File: src/rtl/mux_scan_pkg.sv
// Shared definitions for the mux_scan_sel block: mode encoding, scan
// state classification and the mask search helper.
package mux_scan_pkg;

  localparam logic MODE_MANUAL = 1'b0;
  localparam logic MODE_SCAN   = 1'b1;

  typedef enum logic [1:0] {
    IDLE_SCAN = 2'd0,
    DWELL     = 2'd1,
    STEP      = 2'd2
  } scan_state_e;

  // Next set mask bit strictly above ptr, wrapping to the lowest set bit.
  // Returns ptr unchanged when no bit in the first n_ch positions is set.
  function automatic logic [3:0] next_set_bit(input logic [15:0] mask,
                                              input logic [3:0]  ptr,
                                              input int          n_ch);
    logic [3:0] res;
    logic       found;
    res   = ptr;
    found = 1'b0;
    for (int i = 0; i < 16; i++) begin
      if (!found && (i < n_ch) && (i > int'(ptr)) && mask[i]) begin
        res   = 4'(i);
        found = 1'b1;
      end
    end
    for (int i = 0; i < 16; i++) begin
      if (!found && (i < n_ch) && mask[i]) begin
        res   = 4'(i);
        found = 1'b1;
      end
    end
    return res;
  endfunction

endpackage

File: src/rtl/mux_scan_sel_ptr.sv
// Scan pointer, dwell counter and wrap detection for mux_scan_sel.
//
// state     | meaning
// IDLE_SCAN | no channel enabled in ch_mask; pointer and count hold
// DWELL     | holding current channel, dwell count advancing
// STEP      | dwell finished (or entry on a masked channel); load next channel
//
// The state is decoded each cycle from the registered pointer/count and the
// live mask/dwell inputs, so a dwell shortened below the current count steps
// on the very next enabled cycle.
module mux_scan_ptr
  import mux_scan_pkg::*;
#(
  parameter  int N_CH      = 4,
  parameter  int DWELL_W   = 4,
  parameter  int MSB_FIRST = 1,
  localparam int SEL_W     = $clog2(N_CH)
) (
  input  logic               clk,
  input  logic               rst,
  input  logic               en,
  input  logic               mode,
  input  logic [SEL_W-1:0]   sel,
  input  logic [N_CH-1:0]    ch_mask,
  input  logic [DWELL_W-1:0] dwell,
  output logic [SEL_W-1:0]   ptr_nxt_o,
  output logic [SEL_W-1:0]   phys_o,
  output logic               wrap_o,
  output logic               idle_o
);

  logic [SEL_W-1:0]   ptr_q, ptr_d;
  logic [DWELL_W-1:0] dwell_cnt_q, dwell_cnt_d;
  logic               mode_q, mode_d;
  logic [SEL_W-1:0]   start_p;
  logic [SEL_W-1:0]   base;
  logic [SEL_W-1:0]   nxt;
  logic               entry;
  logic               wrap;
  scan_state_e        st;

  // Physical channel from sel; out-of-range sel clamps to the top channel.
  always_comb begin
    start_p = sel;
    if (int'(sel) >= N_CH) begin
      start_p = SEL_W'(N_CH - 1);
    end else if (MSB_FIRST != 0) begin
      start_p = SEL_W'(N_CH - 1 - int'(sel));
    end
  end

  assign entry = (mode_q == MODE_MANUAL) && (mode == MODE_SCAN);
  assign base  = entry ? start_p : ptr_q;
  assign nxt   = SEL_W'(next_set_bit(16'(ch_mask), 4'(base), N_CH));

  // Scan state decode.
  always_comb begin
    st = DWELL;
    if (ch_mask == '0) begin
      st = IDLE_SCAN;
    end else if (entry) begin
      st = ch_mask[start_p] ? DWELL : STEP;
    end else if (dwell_cnt_q >= dwell) begin
      st = STEP;
    end
  end

  // Next pointer, count and wrap pulse.
  always_comb begin
    ptr_d       = ptr_q;
    dwell_cnt_d = dwell_cnt_q;
    mode_d      = mode_q;
    wrap        = 1'b0;
    if (en) begin
      mode_d = mode;
      if (mode == MODE_SCAN) begin
        if (entry) begin
          ptr_d       = start_p;
          dwell_cnt_d = '0;
        end
        case (st)
          IDLE_SCAN: ;
          DWELL: begin
            if (!entry) dwell_cnt_d = dwell_cnt_q + DWELL_W'(1);
          end
          STEP: begin
            ptr_d       = nxt;
            dwell_cnt_d = '0;
            wrap        = (nxt < base);
          end
          default: ;
        endcase
      end
    end
  end

  // Pointer, count and previous-mode registers.
  always_ff @(posedge clk) begin
    if (rst) begin
      ptr_q       <= '0;
      dwell_cnt_q <= '0;
      mode_q      <= MODE_MANUAL;
    end else begin
      ptr_q       <= ptr_d;
      dwell_cnt_q <= dwell_cnt_d;
      mode_q      <= mode_d;
    end
  end

  assign ptr_nxt_o = ptr_d;
  assign phys_o    = start_p;
  assign wrap_o    = wrap;
  assign idle_o    = (ch_mask == '0);

endmodule

File: src/rtl/mux_scan_sel.sv
// N:1 registered channel multiplexer with manual select and automatic
// masked channel scan. Optional macro MUX_SCAN_PARITY_EN adds a registered
// even-parity output dout_par alongside dout.
module mux_scan_sel
  import mux_scan_pkg::*;
#(
  parameter  int N_CH      = 4,
  parameter  int W         = 1,
  parameter  int DWELL_W   = 4,
  parameter  int MSB_FIRST = 1,
  localparam int SEL_W     = $clog2(N_CH)
) (
  input  logic                clk,
  input  logic                rst,
  input  logic                en,
  input  logic                mode,
  input  logic [SEL_W-1:0]    sel,
  input  logic [N_CH*W-1:0]   din,
  input  logic [N_CH-1:0]     ch_mask,
  input  logic [DWELL_W-1:0]  dwell,
  output logic [W-1:0]        dout,
  output logic [SEL_W-1:0]    ch_idx,
  output logic                valid,
  output logic                sel_err,
`ifdef MUX_SCAN_PARITY_EN
  output logic                dout_par,
`endif
  output logic                scan_wrap
);

  logic [W-1:0]     dout_q, dout_d;
  logic [SEL_W-1:0] ch_idx_q, ch_idx_d;
  logic             valid_q, valid_d;
  logic             sel_err_q, sel_err_d;
  logic             scan_wrap_q, scan_wrap_d;
  logic [SEL_W-1:0] ptr_nxt;
  logic [SEL_W-1:0] phys;
  logic             wrap;
  logic             idle;
  logic             sel_bad;

  mux_scan_ptr #(
    .N_CH      (N_CH),
    .DWELL_W   (DWELL_W),
    .MSB_FIRST (MSB_FIRST)
  ) u_ptr (
    .clk       (clk),
    .rst       (rst),
    .en        (en),
    .mode      (mode),
    .sel       (sel),
    .ch_mask   (ch_mask),
    .dwell     (dwell),
    .ptr_nxt_o (ptr_nxt),
    .phys_o    (phys),
    .wrap_o    (wrap),
    .idle_o    (idle)
  );

  assign sel_bad = (int'(sel) >= N_CH);

  // Output selection; scan follows the pointer as it is loaded so ch_idx
  // and dout always match the registered scan pointer.
  always_comb begin
    dout_d      = dout_q;
    ch_idx_d    = ch_idx_q;
    valid_d     = valid_q;
    sel_err_d   = sel_err_q;
    scan_wrap_d = 1'b0;
    if (en) begin
      if (mode == MODE_SCAN) begin
        sel_err_d   = 1'b0;
        scan_wrap_d = wrap;
        if (idle) begin
          dout_d  = '0;
          valid_d = 1'b0;
        end else begin
          ch_idx_d = ptr_nxt;
          dout_d   = din[int'(ptr_nxt)*W +: W];
          valid_d  = 1'b1;
        end
      end else if (sel_bad) begin
        dout_d    = '0;
        valid_d   = 1'b0;
        sel_err_d = 1'b1;
      end else begin
        ch_idx_d  = phys;
        dout_d    = din[int'(phys)*W +: W];
        valid_d   = 1'b1;
        sel_err_d = 1'b0;
      end
    end
  end

  // Output registers.
  always_ff @(posedge clk) begin
    if (rst) begin
      dout_q      <= '0;
      ch_idx_q    <= '0;
      valid_q     <= 1'b0;
      sel_err_q   <= 1'b0;
      scan_wrap_q <= 1'b0;
    end else begin
      dout_q      <= dout_d;
      ch_idx_q    <= ch_idx_d;
      valid_q     <= valid_d;
      sel_err_q   <= sel_err_d;
      scan_wrap_q <= scan_wrap_d;
    end
  end

  assign dout      = dout_q;
  assign ch_idx    = ch_idx_q;
  assign valid     = valid_q;
  assign sel_err   = sel_err_q;
  assign scan_wrap = scan_wrap_q;

`ifdef MUX_SCAN_PARITY_EN
  logic par_q, par_d;

  assign par_d = valid_d ? (^dout_d) : 1'b0;

  // Parity register, aligned with dout.
  always_ff @(posedge clk) begin
    if (rst) par_q <= 1'b0;
    else     par_q <= par_d;
  end

  assign dout_par = par_q;
`endif

endmodule

File: config.mk
export PLATFORM = sky130hd
export DESIGN_NAME = mux_scan_sel
export DESIGN_NICKNAME = d
export VERILOG_FILES = /design/src/rtl/mux_scan_pkg.sv /design/src/rtl/mux_scan_sel_ptr.sv /design/src/rtl/mux_scan_sel.sv
export SDC_FILE = /design/constraint.sdc
export NUM_CORES = 1
export LEC_CHECK = 0
export CELL_PAD_IN_SITES_DETAIL_PLACEMENT = 1
export CELL_PAD_IN_SITES_GLOBAL_PLACEMENT = 2
export CORE_MARGIN = 4
export CORE_UTILIZATION = 26
export CTS_BUF_LIST = sky130_fd_sc_hd__clkbuf_4 sky130_fd_sc_hd__clkbuf_8
export CTS_CLUSTER_SIZE = 28
export DETAILED_ROUTE_END_ITERATION = 12
export GPL_TIMING_DRIVEN = 0
export PLACE_DENSITY_LB_ADDON = 0.2
export SETUP_SLACK_MARGIN = 0.5
export SLEW_MARGIN = 30
export SYNTH_ARGS = -nofsm -noshare
export SYNTH_HDL_FRONTEND = slang
export SYNTH_SLANG_ARGS = --single-unit
File: constraint.sdc
create_clock -name clk -period 3.2 [get_ports clk]
set_input_delay 0.96 -clock clk [delete_from_list [all_inputs] [get_ports clk]]
set_output_delay 0.96 -clock clk [all_outputs]
set_load 0.05 [all_outputs]
==> impl_metrics.yaml, run 1 <==
sta:
  rsz0062_at_grt: "true"
  clock_skew_ps: 2.108
  worst_slew_pin_slew_ps: 566.7
  tns_ps: 0
  drv_slew: 0
  setup_viol: 0
  fmax_mhz: 326.3
  fin_ws_ps: 135.6
  min_period_over_period_pct: 95.76
  hold_violations: 0
  relSlewSlack_pct: 61.69
  fin_crit_ps: 3064
critical_path:
  r2r_start: "u_ptr.dwell_cnt_q[0]"
  endpoint_kind: "flop"
  rr_endpoint: "dout"
  cp.depth: 14
  endpoint: "dout"
  path_cells: "buf_6 -> ha_4 -> nand2b_4 -> a21o_1 -> a21o_1 -> a21oi_2 -> mux2i_4 -> or2_4 -> ha_4 -> o211ai_1 -> o32a_1 -> nand2_2 -> mux2i_2 -> o221ai_2"
  startpoint: "dwell[0]"
  worstSetupStartpointType: "primary input"
  critPathArrivalTime_ps: 3170
  crit_family: "compound AO/OA/AOI/OAI gates"
  worst_path_largest_cell_delay_ps: 280
  slowest_stage: "o32a_1"
  cp.required_ps: 3310
  crit_buf_inv: 1
  rrSetupSlack_ps: 380
  r2r_cells: 14
  critical_path_class: "in -> reg"
  crit_path_max_fanout: 4
routing:
  antenna_left: 0
  post_drt_wl_per_cell_um: 15.01
  drcViolationCount: 0
  firstDrtPassIters: 4
  vias_per_cell: 5.179
  vias: 1072
  drt_wl_total_um: 3108
  drtIter0Drc: 68
placed_design:
  gp_congestion: 0.7981
  pre_cts_ws_ps: -796.0
  dpl.hpwl_um: 2340
  port-buffer-count: 22
  dpl.cell_count: 199
clock_tree:
  cts.htree.levels: 1
  cts_max_path_buffers: 2
  cts_root_buffer: "clkbuf_8"
  cts_tree: "done"
  cts_buffers: 3
  path_clk_slew_ps: 60
  cts.sinks: 12
  clock_latency_ps: 240
grt:
  grt_pass1_vias: 1217
  antenna_found_initial: 0
  grt_pass1_wl_um: 5706
  grt_overflow: 0
  grt_max_degree: 11
  grt_usage_pct: 13.74
final_layout:
  fillCellCount: 449
  instances_no_fill: 207
  syn_to_final_growth_pct: 49.33
  layout.area.seq_um2: 240.2
  diodes: 0
  finalNetCount: 186
  drive_above_1_share_pct: 32.70
  multi_input_area_um2: 874.6
power_and_ir_drop:
  combPwrFrac_pct: 37.2
  switching_power_mw: 0.1709
  internal_power_mw: 0.3586
  switching_share_pct: 32.28
  p_clk_share_pct: 31.5
  total_power_mw: 0.5295
  power_frac_seq_pct: 31.3
  power.leakage_nw: 0.6048
  power.density_nw_per_um2: 343.5
  max-vdd-ir-drop_uv: 245.1
die:
  die_x_um: 71.01
  rows: 22
  die_y_um: 71.01
  io_pins: 24
  die_area_um2: 5042
  start_util_pct: 27.57
  core_um2: 3744
run:
  cap_violations: 0
synthesis:
  seq_area_frac_synth_pct: 23.27
  yosys_register_bits: 12
  synth_ff_type: "dfxtp_1"
  synthDistinctLibCells: 47
  syn_area_per_cell_um2: 8.002
  yosysWarnings: 0
  synthArstFlopShare_pct: 0
  syn-instance-count: 129
  synth_enable_flop_cells: 0
  syn_nets: 155
  netlist_area_um2: 1032
status:
  status: "finished clean"
min_path:
  hp-class: "reg -> reg"
==> routing by layer <==
metal / global-route usage [%] / vias up / routed length [µm]
li1: - / 528 / -
met1: 18.62 / 513 / 1498
met2: 22.25 / 27 / 1439
met3: 2.415 / 4 / 135
met4: 3.967 / 0 / 34
met5: 0 / - / 0
==> cell families after synthesis <==
group,share of synthesized area [%]
simple gates,25.70
compound gates,24.85
buf+inv,8.120
flops,23.27
fa+ha+maj,9.697
mux,6.303
xor+xnor,1.697
other cells,0.3633
==> cell usage after synthesis (all sizes together) (2+ instances only) <==
library cell	instances	share of area (%)
a211oi	4	2.9
a21o	3	2.2
a21oi	7	3.4
a22oi	2	1.5
a31oi	2	1.2
and2	2	1.2
buf	4	3.4
dfxtp	12	23
ha	8	9.7
inv	12	4.4
mux2i	2	1.9
mux4	2	4.4
nand2	8	2.9
nand2b	3	2.5
nand3b	3	2.2
nor2	16	5.8
nor3	4	1.9
nor3b	3	2.2
nor4	2	1.2
o21ai	6	2.9
o221ai	2	1.7
==> layout make-up <==
| cell class | instances | share of cell area, % |
|---|---|---|
| Buffer | 5 | 2.516 |
| Clock buffer | 4 | 3.571 |
| Inverter | 12 | 2.922 |
| Multi-Input combinational cell | 100 | 56.74 |
| Sequential cell | 12 | 15.58 |
| Tap cell | 48 | 3.896 |
| Timing Repair Buffer | 26 | 14.77 |
==> worst min-delay path: cells and delay by family, from the launching register on <==
kind	cells	cell delay (ps)
AOI/OAI and AO/OA	1	50
DFF	1	310
and+or+nand+nor	1	100
==> stage by stage <==
| step | instance area (µm²) | hold slack, ps | util [%] |
|---|---|---|---|
| finish | 1541 | 508.8 | 41.18 |
| global route | 1541 | 561.8 | 41.18 |
| CTS | 1501 | 514.2 | 40.11 |
| detailed placement | 1368 | 498.3 | 36.53 |
| global placement | 1361 | 487.4 | 36.36 |
| floorplan | 1081 | 486.0 | - |
==> sequential cells by signal, summed over array words and instances (netlist names) <==
register and cells:
ch_idx 2, dout 1, scan_wrap 1, u_ptr.dwell_cnt_q 4
u_ptr.mode_q 1, u_ptr.ptr_q 2, valid 1
==> worst min-delay path by stage <==
| stage | startpoint | endpoint | slack [ps] | cells past startpoint |
|---|---|---|---|---|
| floorplan | u_ptr.dwell_cnt_q[1] | u_ptr.dwell_cnt_q[1] | 490 | 2 |
| global placement | valid | valid | 490 | 2 |
| detailed placement | ch_idx[0] | ch_idx[0] | 500 | 2 |
| CTS | ch_idx[0] | ch_idx[0] | 510 | 2 |
| global route | ch_idx[1] | ch_idx[1] | 560 | 2 |
| finish | ch_idx[1] | ch_idx[1] | 510 | 2 |
==> power by group through the flow <==
stage	combinational, mW	sequential, mW	clock [mW]
floorplan	0.0968	0.181	0
global route	0.217	0.167	0.175
finish	0.197	0.166	0.167
detailed placement	0.170	0.168	0
global placement	0.167	0.168	0
CTS	0.188	0.165	0.171
==> layout by cell type (no fill, tap or decap), types with 3 or more instances in the layout <==
cell type,instances
a211oi_1,3
a21oi_1,3
nand2_2,4
a21oi_2,4
buf_4,4
buf_2,5
nand3b_1,3
ha_1,6
nor2_1,15
clkdlybuf4s50_1,11
clkbuf_8,4
a21o_1,3
inv_1,12
dfxtp_1,12
o21ai_0,4
buf_6,4
nor3_1,4
nand2_1,4
==> timing repair <==
item / CTS / global route
endpoints found under the hold margin: 0 / 0
resized for setup: 42 / 23
setup buffers: 4 / 0
pin swaps: 16 / 8
endpoints found under the setup margin: 10 / 10
hold buffers: 0 / 0
Note: power is estimated with default switching activity, not from simulation.
==> inputs of run 2 (changes only) <==
- PLACE_DENSITY: default -> 0.83
- PLACE_DENSITY_LB_ADDON: 0.2 -> default
==> impl_metrics.yaml, run 2 (same netlist as run 1, synthesis figures left out) <==
sta:
  hold_violations: 0
  drv_slew: 0
  clock_skew_ps: 2.334
  fin_crit_ps: 3111
  tns_ps: 0
  fmax_mhz: 321.5
  min_period_over_period_pct: 97.21
  relSlewSlack_pct: 59.76
  rsz0062_at_grt: "true"
  setup_viol: 0
  worst_slew_pin_slew_ps: 595.3
placed_design:
  dpl.hpwl_um: 2416
  gp_congestion: 0.7895
  dpl.cell_count: 199
  dpl-instance-area_um2: 1368
  port-buffer-count: 22
final_layout:
  finalNetCount: 192
  fillCellCount: 442
  diodes: 0
  instances_no_fill: 213
  largest_reg_flops: 4
  final_cell_mix: "nor2_1, inv_1, dfxtp_1, clkdlybuf4s50_1"
  top_register: "u_ptr.dwell_cnt_q"
  drive_above_1_share_pct: 33.33
  layout.area.seq_um2: 240.2
  multi_input_area_um2: 880.8
  syn_to_final_growth_pct: 55.76
  fin_area_um2: 1608
  mostFrequentLayoutCell: "nor2_1"
power_and_ir_drop:
  power.density_nw_per_um2: 338.2
  power.leakage_nw: 0.6451
  max-vdd-ir-drop_uv: 222.2
critical_path:
  critPathArrivalTime_ps: 3210
  cp.required_ps: 3300
  worstSetupStartpointType: "primary input"
  crit_path_max_fanout: 5
  endpoint_kind: "flop"
  critical_path_class: "in -> reg"
clock_tree:
  cts_root_buffer: "clkbuf_8"
  cts_max_path_buffers: 2
  cts_tree: "done"
  path_clk_slew_ps: 50
  cts.sinks: 12
  clock_latency_ps: 240
  cts_buffers: 3
  cts.htree.levels: 1
routing:
  antenna_left: 0
  firstDrtPassIters: 4
  drtIter0Drc: 32
  vias_per_cell: 5.164
  post_drt_wl_per_cell_um: 14.94
  vias: 1100
  drcViolationCount: 0
  drt_wl_total_um: 3183
die:
  die_area_um2: 5042
  rows: 22
  io_pins: 24
  die_y_um: 71.01
  die_x_um: 71.01
  core_um2: 3744
  start_util_pct: 27.57
grt:
  grt_max_degree: 11
  antenna_found_initial: 0
  grt.met2_usage_pct: 24.00
  grt_pass1_vias: 1236
  top_usage_layer: "met2"
  use_met1_pct: 14.71
  grt_usage_pct: 12.69
  grt_overflow: 0
  grtUsageMet3_pct: 1.705
  grt_pass1_wl_um: 5340
run:
  cap_violations: 0
min_path:
  hp-class: "reg -> reg"
status:
  status: "finished clean"
[run 2: area by class of cell]
cell class | instances | share of cell area [%]
multi-input cells | 100 | 54.79
clock buffers | 4 | 3.424
flip-flops and latches | 12 | 14.94
plain buffers | 5 | 2.412
well taps | 48 | 3.735
repair buffers | 32 | 17.90
inverters | 12 | 2.802
[run 2: metrics by stage]
step | worst slack [ps] | util [%] | power (mW) | hold slack [ps]
floorplan | 115.6 | - | 0.2775 | 486.0
global placement | -841.5 | 36.36 | 0.3329 | 486.5
detailed placement | -770.8 | 36.53 | 0.3394 | 499.8
CTS | 132.9 | 40.81 | 0.5287 | 515.6
global route | -23.82 | 42.95 | 0.5764 | 563.5
finish | 89.13 | 42.95 | 0.5438 | 524.0
[run 2: power breakdown]
part	internal, mW	switching, mW
registers	0.158	0.00830
clock network	0.109	0.0567
logic	0.103	0.109
[run 2: what timing repair did]
action                     4_1_cts  5_1_grt
gates resized for setup         47       19
pin swaps                       15       11
setup buffers                    7        3
hold buffers                     0        0
setup endpoints to repair       10       10
[run 2: path summary, 6_finish.rpt]
path                         from        end  slack [ps]  depth (start not counted)
max                    ch_mask[1]       dout          90                         10
min                     ch_idx[1]  ch_idx[1]         520                          2
max reg2reg  u_ptr.dwell_cnt_q[0]       dout         330                         14
min reg2reg             ch_idx[1]  ch_idx[1]         520                          2
[run 2: metal layers]
| metal | vias to the layer above | part of all wire (%) |
|---|---|---|
| li1 | 544 | - |
| met1 | 528 | 46 |
| met2 | 22 | 51 |
| met3 | 6 | 2.3 |
| met4 | 0 | 1.2 |
| met5 | - | 0 |
[run 2: critical path, cell delays in order]
cell,delay [ps]
clkdlybuf4s15_2,230
mux4_2,500
mux2i_4,190
nor2b_4,190
ha_4,150
o211ai_1,80
o32a_1,430
and3_1,210
o221ai_2,140
o221ai_1,130
